<file path="config.mk">
export PLATFORM = sky130hd
export DESIGN_NAME = contadores_n_flat
export DESIGN_NICKNAME = d
export VERILOG_FILES = /design/src/rtl/contadores_n_if.sv /design/src/rtl/contadores_n.sv /design/src/flat_wrapper.sv
export SDC_FILE = /design/constraint.sdc
export NUM_CORES = 1
export LEC_CHECK = 0
export BUFFER_PORTS_ARGS = -buffer_cell sky130_fd_sc_hd__buf_2
export CAP_MARGIN = 0
export CORE_MARGIN = 3
export CORE_UTILIZATION = 30
export DETAILED_ROUTE_END_ITERATION = 8
export GPL_TIMING_DRIVEN = 1
export PLACE_DENSITY = 0.48
export SYNTH_ARGS = -nofsm -noshare
export SYNTH_HDL_FRONTEND = slang
export SYNTH_SLANG_ARGS = --single-unit
</file>
<file path="constraint.sdc">
create_clock -name clk -period 2.1 [get_ports clk]
set_clock_uncertainty 0.05 [all_clocks]
set_input_delay 0.315 -clock clk [delete_from_list [all_inputs] [get_ports clk]]
set_output_delay 0.315 -clock clk [all_outputs]
set_load 0.1 [all_outputs]
</file>
<file path="src/rtl/contadores_n_if.sv">
// Readout channel of the pop-counter block: request and channel index from the
// config side, count and its one-cycle qualifier back to it.
interface contadores_n_if #(
  parameter int IDXW = 2,
  parameter int CW   = 5
);
  logic            req;
  logic [IDXW-1:0] idx;
  logic [CW-1:0]   data;
  logic            valid;

  modport master (output req, idx, input  data, valid);
  modport slave  (input  req, idx, output data, valid);
endinterface

</file>
<file path="src/rtl/contadores_n.sv">
// Per-FIFO pop counters with wrap/saturate, sticky overflow flags, optional
// clear-on-read and an idle-gated request/response readout FSM.
module contadores_n #(
  parameter int NCH       = 4,
  parameter int CW        = 5,
  parameter int IDXW      = 2,
  parameter int SAT_MODE  = 0,
  parameter int CLR_ON_RD = 0
) (
  input  logic             clk,
  input  logic             rst_l,
  input  logic [NCH-1:0]   pop,
  input  logic [NCH-1:0]   empty,
  input  logic             idle,
  contadores_n_if.slave    rd,
  output logic [NCH-1:0]   ovf
);

  typedef enum logic [1:0] {CNT, RDY, RESP} state_t;

  localparam logic [CW-1:0] CNT_MAX = '1;

  state_t         state;
  logic [CW-1:0]  cnt [NCH];
  logic [NCH-1:0] cnt_ev;
  logic [NCH-1:0] at_max;
  logic [NCH-1:0] clr_hit;
  logic [CW-1:0]  rd_val;
  logic           rd_fire;

  assign rd_fire = (state == RDY) && idle && rd.req;

  // An index with no matching channel leaves rd_val at 0, which is exactly the
  // response required for idx >= NCH.
  always_comb begin
    // NOTE: every signal driven here gets a default first, so no latch is inferred.
    rd_val  = '0;
    cnt_ev  = '0;
    at_max  = '0;
    clr_hit = '0;
    for (int i = 0; i < NCH; i++) begin
      cnt_ev[i]  = pop[i] & ~empty[i];
      at_max[i]  = (cnt[i] == CNT_MAX);
      clr_hit[i] = (CLR_ON_RD != 0) && rd_fire && (rd.idx == IDXW'(i));
      if (rd.idx == IDXW'(i)) rd_val = cnt[i];
    end
  end

  // Counters run in every FSM state; a clear-on-read replaces the old value but
  // still honours a same-edge count event.
  always_ff @(posedge clk or negedge rst_l) begin
    if (!rst_l) begin
      // NOTE: the counters are plain flops, not a RAM, so they take the async reset.
      for (int i = 0; i < NCH; i++) cnt[i] <= '0;
      ovf <= '0;
    end else begin
      for (int i = 0; i < NCH; i++) begin
        if (clr_hit[i]) begin
          cnt[i] <= cnt_ev[i] ? CW'(1) : '0;
          ovf[i] <= cnt_ev[i] & at_max[i];
        end else if (cnt_ev[i]) begin
          if (at_max[i]) begin
            ovf[i] <= 1'b1;
            cnt[i] <= (SAT_MODE != 0) ? CNT_MAX : '0;
          end else begin
            // NOTE: non-blocking, so rd_val below still sees the pre-edge count.
            cnt[i] <= cnt[i] + CW'(1);
          end
        end
      end
    end
  end

  // Readout FSM: requests are accepted only from RDY; valid is a registered
  // one-cycle pulse that coincides with the RESP state.
  always_ff @(posedge clk or negedge rst_l) begin
    if (!rst_l) begin
      state    <= CNT;
      rd.data  <= '0;
      rd.valid <= 1'b0;
    end else begin
      rd.valid <= 1'b0;
      case (state)
        CNT: if (idle) state <= RDY;
        RDY: begin
          if (!idle) begin
            state <= CNT;
          end else if (rd.req) begin
            state    <= RESP;
            rd.valid <= 1'b1;
            rd.data  <= rd_val;
          end
        end
        RESP:    state <= idle ? RDY : CNT;
        default: state <= CNT;
      endcase
    end
  end

endmodule

</file>
<file path="src/flat_wrapper.sv">
// flat-port wrapper written by rule: the top's interface ports become plain ports
module contadores_n_flat 
#(
  parameter int NCH       = 4,
  parameter int CW        = 5,
  parameter int IDXW      = 2,
  parameter int SAT_MODE  = 0,
  parameter int CLR_ON_RD = 0
)
  (clk, rst_l, pop, empty, idle, ovf, rd_req, rd_idx, rd_data, rd_valid);
  contadores_n_if #(.IDXW(IDXW), .CW(CW)) rd_i ();
  input  logic clk;
  input  logic rst_l;
  input  logic [NCH-1:0] pop;
  input  logic [NCH-1:0] empty;
  input  logic idle;
  output logic [NCH-1:0] ovf;
  input wire logic [$bits(rd_i.req)-1:0] rd_req;
  input wire logic [$bits(rd_i.idx)-1:0] rd_idx;
  output wire logic [$bits(rd_i.data)-1:0] rd_data;
  output wire logic [$bits(rd_i.valid)-1:0] rd_valid;
  assign rd_i.req = rd_req;
  assign rd_i.idx = rd_idx;
  assign rd_data = rd_i.data;
  assign rd_valid = rd_i.valid;
  contadores_n #(.NCH(NCH), .CW(CW), .IDXW(IDXW), .SAT_MODE(SAT_MODE), .CLR_ON_RD(CLR_ON_RD)) u_core (.clk(clk), .rst_l(rst_l), .pop(pop), .empty(empty), .idle(idle), .rd(rd_i), .ovf(ovf));
endmodule
</file>
==> results of run 1 <==
cell usage after synthesis (all sizes together), types with 3 or more instances:
| master | n | area, sq um |
|---|---|---|
| nor2 | 3 | 11.3 |
| o21ai | 16 | 80.1 |
| inv | 4 | 15.0 |
| mux4 | 5 | 128 |
| buf | 3 | 27.5 |
| dfrtp | 32 | 801 |
| nand2b | 9 | 63.8 |
| nand2 | 37 | 139 |
| and3 | 4 | 25.0 |
| mux2i | 3 | 30.0 |
| nand3 | 4 | 20.0 |
| a21o | 3 | 22.5 |
| ha | 9 | 113 |
kinds of logic (layout without fill, tap and decap cells):
group / count (synthesis) / in the layout
buffers and inverters: 7 / 34
multiplexers: 10 / 10
adder cells (fa/ha/maj): 9 / 9
AND/OR/NAND/NOR: 67 / 67
AO/OA/AOI/OAI: 25 / 25
flip-flops: 32 / 32
layout make-up:
type | instances | share of cell area
tap | 70 | 0.0470
timing repair buffer | 23 | 0.0618
sequential | 32 | 0.430
multi-input combinational | 111 | 0.412
clock buffer | 6 | 0.0390
inverter | 4 | 0.00806
clock inverter | 1 | 0.00269
power by group through the flow:
stage | Combinational, W | Clock [W] | Sequential (W)
finish | 0.000934 | 0.000439 | 0.00102
global route | 0.00101 | 0.000495 | 0.00106
CTS | 0.000946 | 0.000462 | 0.00103
detailed placement | 0.000944 | 0 | 0.00103
global placement | 0.000928 | 0 | 0.00102
floorplan | 0.000363 | 0 | 0.00139
state kept, by name, indices dropped and copies added (netlist names):
register	flops
u_core.rd.data	5
u_core.rd.valid	1
u_core.cnt	20
u_core.ovf	4
u_core.state	2
metrics by stage:
stage	hold slack [ns]	setup WS [ns]	cell area [sq um]
2_1_floorplan	-0.0306	0.461	1610
3_3_place_gp	0.369	0.419	1790
3_5_place_dp	0.372	0.367	1790
4_1_cts	0.0629	0.360	1860
5_1_grt	0.104	0.292	1860
6_report	0.0464	0.357	1860
routing by layer:
layer,vias to the layer above,global-route usage,part of all wire
met1,558,0.146,0.48
met3,8,0.0385,0.045
li1,578,-,-
met2,29,0.177,0.45
met4,0,0.0430,0.018
met5,-,0,0
path summary, 6_finish.rpt:
| path | end | slack, ns | cells after the start |
|---|---|---|---|
| max | u_core.cnt[13] | 0.36 | 5 |
| min | u_core.cnt[9] | 0.05 | 1 |
| max reg2reg | u_core.cnt[13] | 0.36 | 5 |
| min reg2reg | u_core.ovf[0] | 0.40 | 1 |
| max in group asynchronous | u_core.cnt[3] | 1.48 | 1 |
| min in group clk | u_core.state[0] | 0.22 | 2 |
critical path, delay by kind of cell (launching register included):
kind / cells / cell delay (ns)
simple gates: 3 / 0.73
fa+ha+maj: 2 / 0.47
flops: 1 / 0.43
==> results.md, run 1 <==
- Yosys printed 0 warnings.
- The synthesis-stage register bit count is 32.
- After detailed routing, the number of remaining DRC violations is 0.
- The finished layout holds 247 standard cells, fillers aside.
- The mean number of vias per cell is 4.75.
- The worst relative slew slack is 0.509.
- The worst-case IR drop observed on VDD is 0.764 mV.
- The weighted congestion reported at the end of routability-driven placement is slightly below 0.8.
- For the pin with the worst max-slew slack, the measured transition is between 0.7 and 0.8 ns.
- The part of the power in combinational logic is 0.390.
- The root buffer cell chosen for the clock tree is clkbuf_8.
- Setup repair after global routing left no endpoint under its margin.
- The diode insertion count for antenna repair is 0.
- After layout, the design draws a total of 0.00240 W.
- The total count of max-transition violations in the final report was 0.
- The cell type of the slowest stage on the worst timing path is or4_1.
- The overall die area is 6280 sq um.
- The leakage component of the power is 0.965 nW.
- The count of nets left with antenna violations once routing finished came out at 0.
- The startpoint of the most critical setup path is u_core.cnt[10].
- Gates resized during post-CTS repair numbered 0.
- The internal power of the cells totals approximately 0.0013 W.
- The share of synthesized cell area in and, or, nand and nor gates is 0.204.
- The xor/xnor share of the synthesized area is 0.
- The share of total power dissipated in the clock network is 0.183.
- In this run the deepest clock path goes through 2 buffers.
- The number of detailed-route iterations in the first pass is 4.
- By area, the combinational part of the netlist is dominated by simple AND/OR/NAND/NOR gates.
- Data on the critical path is required at its endpoint by 2.27 ns.
- In the global route stage, overall resource usage came out at 0.114.
- The initial core utilization is 0.313.
- The detail-routed net length per standard cell is 12.8 um.
- The via count of the routed design is ~1200.
- The detailed router's first-iteration violation count is 52.
- The TritonCTS buffer count is 5.
- Entering global routing, the biggest net connects 33 pins.
- The synthesized cell area is around 1600 sq um.
- The run finished with clean final reports.
- The worst-skew pair later-pin latency is roughly 0.28 ns.
- The final-layout setup total negative slack is 0 ns.
- The clock tree synthesis step divided the H-tree into 2 levels.
- The critical path class is reg -> reg.
- The number of setup violations in the final report is 0.
- The cell seen most often among critical-path stages is ha_1.
- The die extent in x is between 70 and 80 um.
- The remaining global-route overflow is 0.
- The estimated wirelength of the detail-placed design is about 2.3 mm.
- The share of synthesized flip-flops with an asynchronous set or reset is 1.00.
- CTS saw 32 sinks.
- The multi-input logic area is 767 sq um.
- The switching power is 0.00107 W.
- The first global-routing pass estimated 5.47 mm of wire.
- The critical path goes through ha_1 -> and3_1 -> ha_1 -> or4_1 -> nand2_1.
- The number of fill cells in the layout is 550.
- The setup fix buffers added after clock tree synthesis is 0.
- The count of maximum capacitance violations is 0.
- The top cell types in the final layout, fill and taps aside, are 37 x nand2_1, 32 x dfrtp_1, 23 x buf_2.
- At the worst endpoint, the arrival time is 1.91 ns.
- The netlist uses 30 different library cells.
- Leaving out fill and tap cells, the most frequent cell in the layout is nand2_1.
- The number of buffers inserted for hold repair after clock tree synthesis is 0.
- The compound-gate portion of the synthesized area is 0.0909.
- Of the total power, registers draw 0.427.
- The proportion of synthesized chip area in sequential cells is 0.497.
- The mux cell area share after synthesis is 0.112.
- The worst setup path is launched from a register.
- The maximum clock frequency is around 570 MHz.
- The share of post-route cells with drive strength above 1 is 0.186.
- The count of final hold-check violations is 0.
- Clock-pin slew was measured on the worst setup and hold paths at 0.07 ns.
- The launching point of the worst reg2reg path is u_core.cnt[10].
- The sequential cells in the finished layout cover a total of around 800 sq um.
- The longest individual stage delay on the worst path is between 0.4 and 0.5 ns.
- The initial antenna violation count was 0.
- In this run the worst path has a maximum fanout of 6.
- Of the available clock period, the critical path in the final layout requires 0.830.
- The post-synthesis share of cell area spent on full adders, half adders and majority gates is 0.0699.
- Summed over all layers, the routed wires come to 3.17 mm.
- Compared with the post-synthesis result, the final layout area differs by 15.7%.
- The count of buffers added on input and output ports is 23.
- The number of nets in the finished design is 200.
- The number of placed instances, taps included, is 240.
- Of the total power, the share spent switching nets is 0.447.
- The final core area utilization is 0.362.
- After layout, the minimum clock period comes to about 1.7 ns.
- The power per unit of standard cell area is ~1300 nW/um^2.
- After technology mapping, the gate count stands at 150.
- The number of nets handed over by synthesis was 173.
- The site row count is 26.
- The mean instance size in the synthesized netlist is 10.7 sq um.
- The vertical die dimension is about 80 um.
- The CTS tree is yes.
- In this run the standard cell core region covers 5140 sq um.
- The type of the worst min-delay path is in -> async.
- The prevailing post-synth register cell is dfrtp_1.
- The number of global-route vias before repair is 1137.
- 24 I/O pins were placed.
- The number of synthesized flops with an enable pin is 0.
- The category of the worst setup path capture point is a register.
Power figures use the tool's default switching activity.
==> run 2, diff against run 1 <==
--- a/config.mk
+++ b/config.mk
@@ -11,7 +11,7 @@
 export CORE_UTILIZATION = 30
 export DETAILED_ROUTE_END_ITERATION = 8
 export GPL_TIMING_DRIVEN = 1
-export PLACE_DENSITY = 0.48
+export PLACE_DENSITY = 0.5
 export SYNTH_ARGS = -nofsm -noshare
 export SYNTH_HDL_FRONTEND = slang
 export SYNTH_SLANG_ARGS = --single-unit
==> constraint.sdc (replaced) <==
create_clock -name clk -period 1.6 [get_ports clk]
set_clock_uncertainty 0.05 [all_clocks]
set_input_delay 0.24 -clock clk [delete_from_list [all_inputs] [get_ports clk]]
set_output_delay 0.24 -clock clk [all_outputs]
set_load 0.1 [all_outputs]
==> run 2 against run 1 <==
  * Count of clock-buffer cells in the layout increased by 2
  * Clock power grew 42%
  * Cell count up 4.9%
  * Register-to-register slack got worse by 0.30 ns
  * Non-clock buffer count rose by 11
  * Worst hold slack improved by 0.097 ns
  * Combinational power increased by 52%
  * Sequential power grew 26%
  * Highest routed layer unchanged
==> results.md, run 2 (synthesis results as in run 1) <==
- The growth of design area from synthesis to finish is 23.5%.
- The I/O pin count is 24 (unchanged).
- The detail-routed net length per standard cell is 12.7 um (-0.75%).
- The die extent in x is 79.3 um (unchanged).
- The met2 layer wire length in the routed design is 1.53 mm (+6.8%).
- The worst endpoint required time is 1.70 ns (-0.57 ns).
- The initial antenna violation count is 0 (unchanged).
- The critical path is of the reg -> reg type.
- The most flop-heavy register is u_core.cnt.
- The type of the worst min-delay path is in -> reg.
- The estimated wirelength of the detail-placed design was 2.55 mm (+9.0%).
- The global-route wire length before repair is 5.81 mm (+6.2%).
- The vertical die dimension is 79.3 um (unchanged).
- The number of clock sinks came to 32 (unchanged).
- The TritonCTS buffer count is 5 (unchanged).
- The largest registers in the layout are u_core.cnt (20), u_core.rd.data (5), u_core.ovf (4).
- STA classifies the critical path startpoint as a register.
- The total global-route track usage is 0.120 (+0.00643).
- The top metal layer carrying routed signals is met4.
- The count of maximum capacitance violations was 0 (unchanged).
- STA classifies the critical path endpoint as a register.
- The site row count came to 26 (unchanged).
- The count of final hold-check violations is 0 (unchanged).
- The number of cells in the finished layout apart from fillers is 259 (+4.9%).
- The diode insertion count for antenna repair was 0 (unchanged).
- The worst relative slew slack came to 0.674 (+0.165).
- The maximum resistive drop on vdd is 1.07 mV (+40%).
- The minimum clock period after layout is 1.54 ns (-0.205 ns).
- The number of nets with antenna violations after detailed routing is 0 (unchanged).
- The total count of max-transition violations in the final report came to 0 (unchanged).
- The core footprint is 5140 sq um (unchanged).
- The residual DRC count is 0 (unchanged).
- The detailed router's first-iteration violation count is 76 (+46%).
- The count of buffers from port buffering came to 23 (unchanged).
- The number of fill cells in the layout came to 513 (-6.7%).
- The clock transition time at the flip-flop clock pins of the worst setup and hold paths is 0.06 ns (about the same).
- The share of post-route cells with drive strength above 1 was 0.259 (+0.0728).
- The initial core utilization came to 0.313 (unchanged).
- The largest net degree at the start of global routing is 19 (-42%).
- The cell area after placement is 1860 sq um (+3.9%).
- The cell total after placement came to 247 (+2.9%).
- The run finished with clean final reports.
- The leakage component of the power is 1.02 nW (+5.2%).
- The routed wire length on met3 is 141 um (-1.4%).
- The number of nets in the finished design came to 211 (+5.5%).
- The maximum clock frequency came to 650 MHz (+13%).
- The routed metal-1 wirelength is 1.57 mm (+2.6%).
- The worst-skew pair later-pin latency is 0.28 ns (about the same).
- The number of setup violations in the final report is 0 (unchanged).
- The multi-input logic area is 782 sq um (+2.0%).
- The number of H-tree branching levels is 2 (unchanged).
- The flip-flop count of the largest register, all copies and words added is 20 (unchanged).
- The final core area utilization came to 0.387 (+0.0246).
- The final clock period utilization by the worst path is 0.961 (+0.131).
- The overall die area is 6280 sq um (unchanged).
- The deepest clock path buffer count is 2 (unchanged).
- The final non-filler cell area was 1990 sq um (+6.8%).
- The mean number of vias per cell is 4.67 (-1.7%).
- In the layout the commonest cells are 37 x nand2_1, 31 x dfrtp_1, 23 x buf_2.
- The data arrival time of the critical path was 1.64 ns (-0.27 ns).
- The CTS tree is yes.
- The total chip power is 0.00333 W (+39%).
- The power per unit of standard cell area is 1670 nW/um^2 (+30%).
- The number of global-route vias before repair is 1242 (+9.2%).
- Leaving out fill and tap cells, the most frequent cell in the layout is nand2_1.
- The via count of the routed design is 1209 (+3.1%).
- The weighted congestion reported at the end of routability-driven placement is 0.775 (-1.0%).
- The cell at the root of the clock tree is clkbuf_8.
- The sequential cell area in the final layout is 802 sq um (+0.16%).
- The biggest fanout along the worst timing path came to 4 (-2).
- The final hold slack came to 0.143 ns (+0.0967 ns).
- The remaining global-route overflow is 0 (unchanged).
- The number of detailed-route iterations in the first pass came to 4 (unchanged).
- The post-detailed-routing wire length is 3.30 mm (+4.1%).
- The slew at the pin closest to its max-slew limit came to 0.492 ns (-0.244 ns).
[run 2: cell types whose count changed in the layout (fill, tap and decap cells not counted), moves of 2 or more]
cell / delta
buf_4: +9
ha_1: -4
ha_2: +4
o21ai_0: -2
o21ai_1: +2
[run 2: stage by stage]
stage | TNS (ns) | worst slack, ns
floorplan | 0 | 0.0177
global placement | 0 | 0.0377
detailed placement | -0.00330 | -0.00330
CTS | 0 | 0.00980
global route | -0.00363 | -0.00363
finish | 0 | 0.0621
[run 2: worst max-delay path, stage by stage (launching register included)]
cell,delay (ns)
dfrtp_2,0.43
ha_1,0.21
and3_1,0.19
ha_1,0.26
mux2_1,0.28
[run 2: report_power, final]
part           switching, W  total (W)  internal, W
clock network      0.000274   0.000624     0.000350
registers          0.000213    0.00129      0.00107
logic              0.000942    0.00142     0.000474
total               0.00143    0.00333      0.00190
[run 2: timing repair]
item	4_1_cts	5_1_grt
hold buffers	1	0
resized for setup	1	5
gates cloned	0	0
pin swaps	0	3
endpoints found under the setup margin	1	9
endpoints found under the hold margin	14	0
setup buffers	0	3
[run 2: final cells by class]
type | count | area share
sequential | 32 | 0.403
multi-input combinational | 111 | 0.393
timing repair buffer | 34 | 0.107
clock buffer | 8 | 0.0453
tap | 70 | 0.0440
inverter | 4 | 0.00755
[run 2: final timing paths]
path / from / endpoint / slack [ns] / depth (start not counted)
max in group asynchronous: rst_l / u_core.cnt[6] / 0.72 / 3
min in group asynchronous: rst_l / u_core.rd.valid / 0.35 / 2
worst max register to register: u_core.cnt[6] / u_core.cnt[9] / 0.06 / 4
worst min-delay path: idle / u_core.state[0] / 0.14 / 2
worst min register to register: u_core.ovf[0] / u_core.ovf[0] / 0.40 / 1
worst max-delay path: u_core.cnt[6] / u_core.cnt[9] / 0.06 / 4
[run 2: per-layer routing]
metal,GRT usage,vias up
met3,0.0306,5
met4,0.0464,0
met2,0.194,29
met1,0.155,569
li1,-,606
met5,0,-
